`config.mk`:
```
export PLATFORM = sky130hd
export DESIGN_NAME = mem_arbiter
export DESIGN_NICKNAME = d
export VERILOG_FILES = /design/src/rtl/mem_arb_pkg.sv /design/src/rtl/arb_select.sv /design/src/rtl/mem_arbiter.sv
export SDC_FILE = /design/constraint.sdc
export NUM_CORES = 1
export LEC_CHECK = 0
export BUFFER_PORTS_ARGS = -buffer_cell sky130_fd_sc_hd__buf_2
export CAP_MARGIN = 20
export CORE_UTILIZATION = 45
export DETAILED_ROUTE_END_ITERATION = 16
export PLACE_DENSITY = 0.79
export SKIP_LAST_GASP = 1
export SLEW_MARGIN = 20
export SYNTH_ARGS = -nofsm -noshare
export SYNTH_HDL_FRONTEND = slang
export SYNTH_SLANG_ARGS = --single-unit
```
`constraint.sdc`:
```
create_clock -name clk -period 1.98 [get_ports clk]
set_input_delay 0.396 -clock clk [delete_from_list [all_inputs] [get_ports clk]]
set_output_delay 0.396 -clock clk [all_outputs]
set_load 0.005 [all_outputs]
```
`src/rtl/mem_arb_pkg.sv`:
```
`default_nettype none
// ============================================================================
// Module      : mem_arb_pkg
// Description : Shared types and default widths for the memory arbiter.
// Revision    : 1.0 - initial release
// ============================================================================
package mem_arb_pkg;

    localparam int unsigned c_ADDR_W       = 22;
    localparam int unsigned c_DATA_W       = 22;
    localparam int unsigned c_MAX_DATA_RUN = 4;

    typedef enum logic [1:0] {
        ST_IDLE    = 2'd0,
        ST_ISSUE   = 2'd1,
        ST_CAPTURE = 2'd2
    } state_t;

    typedef enum logic {
        PORT_IF   = 1'b0,
        PORT_DATA = 1'b1
    } port_t;

endpackage : mem_arb_pkg
`default_nettype wire

```
`src/rtl/arb_select.sv`:
```
`default_nettype none
// ============================================================================
// Module      : arb_select
// Description : Combinational fetch/data selection with starvation guard.
// Revision    : 1.0 - initial release
// ============================================================================
module arb_select
    import mem_arb_pkg::*;
#(
    parameter int unsigned MAX_DATA_RUN = c_MAX_DATA_RUN,
    parameter int unsigned CNT_W        = 3
) (
    input  logic             i_if_req,
    input  logic             i_if_valid,
    input  logic             i_d_req,
    input  logic             i_d_valid,
    input  logic [CNT_W-1:0] i_run_cnt,
    output logic             o_grant,
    output port_t            o_grant_port
);

    logic w_if_elig;
    logic w_d_elig;

    // A port completing this cycle still holds its request; it must not be re-granted.
    always_comb begin
        w_if_elig    = i_if_req & ~i_if_valid;
        w_d_elig     = i_d_req & ~i_d_valid;
        o_grant      = w_if_elig | w_d_elig;
        o_grant_port = PORT_DATA;
        if (w_if_elig && (!w_d_elig || (i_run_cnt == CNT_W'(MAX_DATA_RUN)))) begin
            o_grant_port = PORT_IF;
        end
    end

endmodule : arb_select
`default_nettype wire

```
`src/rtl/mem_arbiter.sv`:
```
`default_nettype none
// ============================================================================
// Module      : mem_arbiter
// Description : Fetch/data arbiter onto a single-port synchronous memory.
// Revision    : 1.0 - initial release
// ============================================================================
module mem_arbiter
    import mem_arb_pkg::*;
#(
    parameter int unsigned ADDR_W       = c_ADDR_W,
    parameter int unsigned DATA_W       = c_DATA_W,
    parameter int unsigned MAX_DATA_RUN = c_MAX_DATA_RUN
) (
    input  logic              clk,
    input  logic              rst,
    input  logic              if_req,
    input  logic [ADDR_W-1:0] if_addr,
    output logic [DATA_W-1:0] if_rdata,
    output logic              if_valid,
    input  logic              d_req,
    input  logic              d_we,
    input  logic [ADDR_W-1:0] d_addr,
    input  logic [DATA_W-1:0] d_wdata,
    output logic [DATA_W-1:0] d_rdata,
    output logic              d_valid,
    output logic [ADDR_W-1:0] mem_addr,
    output logic              mem_we,
    output logic [DATA_W-1:0] mem_wdata,
    input  logic [DATA_W-1:0] mem_rdata,
    output logic              stall
);

    localparam int unsigned c_CNT_W = (MAX_DATA_RUN < 1) ? 1 : $clog2(MAX_DATA_RUN + 1);

    state_t              r_state;
    state_t              w_state_nxt;
    port_t               r_port;
    logic [ADDR_W-1:0]   r_addr;
    logic                r_we;
    logic [DATA_W-1:0]   r_wdata;
    logic [c_CNT_W-1:0]  r_run_cnt;
    logic                r_if_valid;
    logic                r_d_valid;
    logic [DATA_W-1:0]   r_if_rdata;
    logic [DATA_W-1:0]   r_d_rdata;
    logic                w_grant;
    port_t               w_grant_port;
    logic                w_take;

    arb_select #(
        .MAX_DATA_RUN (MAX_DATA_RUN),
        .CNT_W        (c_CNT_W)
    ) u_arb_select (
        .i_if_req     (if_req),
        .i_if_valid   (r_if_valid),
        .i_d_req      (d_req),
        .i_d_valid    (r_d_valid),
        .i_run_cnt    (r_run_cnt),
        .o_grant      (w_grant),
        .o_grant_port (w_grant_port)
    );

    assign w_take = (r_state == ST_IDLE) && w_grant;

    always_ff @(posedge clk) begin
        if (rst) begin
            r_state <= ST_IDLE;
        end else begin
            r_state <= w_state_nxt;
        end
    end

    always_comb begin
        w_state_nxt = r_state;
        case (r_state)
            ST_IDLE:    if (w_grant) w_state_nxt = ST_ISSUE;
            ST_ISSUE:   w_state_nxt = r_we ? ST_IDLE : ST_CAPTURE;
            ST_CAPTURE: w_state_nxt = ST_IDLE;
            default:    w_state_nxt = ST_IDLE;
        endcase
    end

    always_comb begin
        mem_we = (r_state == ST_ISSUE) && r_we;
    end

    // Request latches: the in-flight access is decoupled from the live request inputs.
    always_ff @(posedge clk) begin
        if (rst) begin
            r_port    <= PORT_IF;
            r_addr    <= '0;
            r_we      <= 1'b0;
            r_wdata   <= '0;
            r_run_cnt <= '0;
        end else if (w_take) begin
            r_port <= w_grant_port;
            if (w_grant_port == PORT_DATA) begin
                r_addr  <= d_addr;
                r_we    <= d_we;
                r_wdata <= d_wdata;
                if (!if_req) begin
                    r_run_cnt <= '0;
                end else if (r_run_cnt != c_CNT_W'(MAX_DATA_RUN)) begin
                    r_run_cnt <= r_run_cnt + c_CNT_W'(1);
                end
            end else begin
                r_addr    <= if_addr;
                r_we      <= 1'b0;
                r_run_cnt <= '0;
            end
        end
    end

    always_ff @(posedge clk) begin
        if (rst) begin
            r_if_valid <= 1'b0;
            r_d_valid  <= 1'b0;
            r_if_rdata <= '0;
            r_d_rdata  <= '0;
        end else begin
            r_if_valid <= 1'b0;
            r_d_valid  <= 1'b0;
            if ((r_state == ST_ISSUE) && r_we) begin
                r_d_valid <= 1'b1;
            end else if (r_state == ST_CAPTURE) begin
                if (r_port == PORT_DATA) begin
                    r_d_rdata <= mem_rdata;
                    r_d_valid <= 1'b1;
                end else begin
                    r_if_rdata <= mem_rdata;
                    r_if_valid <= 1'b1;
                end
            end
        end
    end

    assign mem_addr  = r_addr;
    assign mem_wdata = r_wdata;
    assign if_valid  = r_if_valid;
    assign d_valid   = r_d_valid;
    assign if_rdata  = r_if_rdata;
    assign d_rdata   = r_d_rdata;
    assign stall     = (if_req & ~r_if_valid) | (d_req & ~r_d_valid);

endmodule : mem_arbiter
`default_nettype wire

```
==> out/metrics.yaml <==
ctsHtreeMaxLevel: 3
drtIter0Drc: 157
cts_sinks: 97
worstSetupStartpointType: "flop"
r2r_slack_ps: 230
cts_tree: "yes"
die_area_um2: 8510
cts.repair.resized: 0
finalCritPeriodShare_pct: 88.2
clock_skew_ps: 15.3
firstDrtPassIters: 4
via_per_inst: 5.10
grt_pass1_wl_um: 16700
hold_buffers: 0
gr-total-overflow: 0
clock-root-buffer: "clkbuf_8"
drv_cap: 0
core_um2: 7810
grt_antenna_before_repair: 0
num_vias: 3789
synth_area_leaders: "dfxtp_1 53%, nand2_1 16%, a21oi_1 16%"
grt_pass1_vias: 3833
tightest_slew_ps: 801
die-width_um: 92.2
synth_area_um2: 3660
endpoint_kind: "flop"
synth_seq_cells: 97
path_class: "flop to flop"
postSynthCellCount: 461
power_leakage_uw: 0.00227
final_layout_size_suffix_gt1_share_pct: 34.3
yosys.area.top_type: "dfxtp_1"
synth-async-reset-ratio_pct: 0
grt_setup_unrepaired: "no"
ys_seq_area_share_pct: 53.0
portBuffers: 184
areaGrowthSynthToFinish_pct: 32.5
fmax_ghz: 0.573
path_max_fanout: 23
hold_class: "input port to flop"
status: "finished, final reports clean"
clk_pin_slew_ps: 100
peakVddDrop_uv: 478
drc: 0
slew_headroom_pct: 46.6
wl_um: 10000
p_per_area_nw_per_um2: 838
routedWlPerCell_um: 13.5
hold_violations: 0
place_congestion: 0.825
cp_data_arrival_time_ps: 2020
fin_setup_tns_ps: 0
finalSetupViolations: 0
dp_hpwl_um: 7130
start_util_pct: 46.9
worstSkewPairLatency_ps: 350
period_needed_ps: 1750
syn-num-nets: 556
avgSynthCellArea_um2: 7.95
numCtsBuffers: 9
clockBufferDepth: 2
slew_violations: 0
nets: 731
synth_cell_types: 33
die_h_um: 92.2
grt_max_degree: 44
critPathRequiredTime_ps: 2250
diodes: 0
synth_edf_count: 0
power_uw: 4070
rows: 32
ys.flop_type: "dfxtp_1"
grtUsageTotal_pct: 24.2
synth.top_cell.area_share_pct: 53.0
cts_setup_buffers: 0
io_pins: 185
ant_nets: 0
ys_warn_count: 0
==> stage by stage <==
| stage | util, % | std cells | hold WS (ps) | instance area [µm²] | worst slack [ps] |
|---|---|---|---|---|---|
| finish | 62.2 | 743 | 274 | 4850 | 233 |
| global route | 62.2 | 743 | 264 | 4850 | 103 |
| CTS | 62.2 | 743 | 259 | 4850 | 227 |
| detailed placement | 59.5 | 727 | 445 | 4650 | 249 |
| global placement | 59.5 | 727 | 439 | 4650 | 350 |
| floorplan | - | 461 | 415 | 3660 | 396 |
==> cell type report <==
cell class                      instances  area (µm²)
Fill cell                             752        2950
Sequential cell                        97        1940
Multi-Input combinational cell        329        1560
Timing Repair Buffer                  196        1010
Tap cell                              102         128
Clock buffer                            9         124
Clock inverter                          7        83.8
Inverter                                3        11.3
==> where the power goes <==
group / internal [µW] / switching [µW] / total, µW
clock: 609 / 720 / 1330
sequential: 2070 / 67.1 / 2140
combinational: 264 / 336 / 601
==> cell usage after synthesis (2+ instances only) <==
| master | instances |
|---|---|
| buf_2 | 15 |
| buf_6 | 2 |
| nand2_1 | 158 |
| nand2b_1 | 3 |
| nor2_1 | 5 |
| and3b_1 | 2 |
| clkbuf_1 | 14 |
| inv_1 | 3 |
| o211ai_1 | 2 |
| nor4b_1 | 2 |
| dfxtp_1 | 97 |
| o21ai_1 | 2 |
| o21ai_0 | 21 |
| a21oi_1 | 115 |
| ha_1 | 2 |
==> worst max-delay path, cell delays in order, from the launching register on <==
cell	delay (ps)
dfxtp_1	350
inv_1	70
ha_1	220
and2_4	180
a2111oi_4	330
buf_4	300
nand2_1	80
a21oi_1	130
==> layer usage <==
layer / vias to the layer above / track usage, % / wire, µm
met5: - / 0 / 0
li1: 1884 / - / -
met4: 0 / 7.68 / 119
met2: 123 / 45.1 / 5200
met1: 1769 / 26.7 / 4070
met3: 13 / 6.05 / 647
==> cells in the final DEF (no fill, tap or decap), types with 2 or more instances in the layout <==
master    netlist  final
a21oi_1       115    115
and3b_1         2      2
buf_2          15    184
buf_4           0     12
clkbuf_8        0      9
dfxtp_1        97     97
ha_1            2      2
inv_1           3      3
inv_6           0      3
nand2_1       158    158
nand2b_1        3      3
nor2_1          5      5
nor4b_1         2      2
o211ai_1        2      2
o21ai_0        21     21
o21ai_1         2      2
==> registers in the layout, summed over array words and instances, names as in the netlist <==
name and count:
mem_addr 22, r_we 1, r_state 2, d_valid 1
r_port 1, mem_wdata 22, if_valid 1, if_rdata 22
d_rdata 22, r_run_cnt 3
==> cells by family (layout without fill, tap and decap cells) <==
kind of cell	after synthesis	after routing	synth area share (%)
AOI/OAI and AO/OA	145	145	21.1
adders and majority gates	2	2	0.683
muxes	1	1	0.307
DFF	97	97	53.0
buffers and inverters	35	215	4.54
and+or+nand+nor	181	181	20.4
==> worst paths after layout <==
kind / from / endpoint / depth (start not counted)
setup reg to reg: r_run_cnt[0]$_SDFFE_PP0P_ / mem_wdata[3]$_SDFFE_PP0P_ / 7
hold / removal: d_addr[7] / mem_addr[7]$_SDFFE_PP0P_ / 3
hold reg to reg: d_rdata[0]$_SDFFE_PP0P_ / d_rdata[0]$_SDFFE_PP0P_ / 2
setup / recovery: r_run_cnt[0]$_SDFFE_PP0P_ / mem_wdata[3]$_SDFFE_PP0P_ / 7
Note: power is estimated with default switching activity, not from simulation.
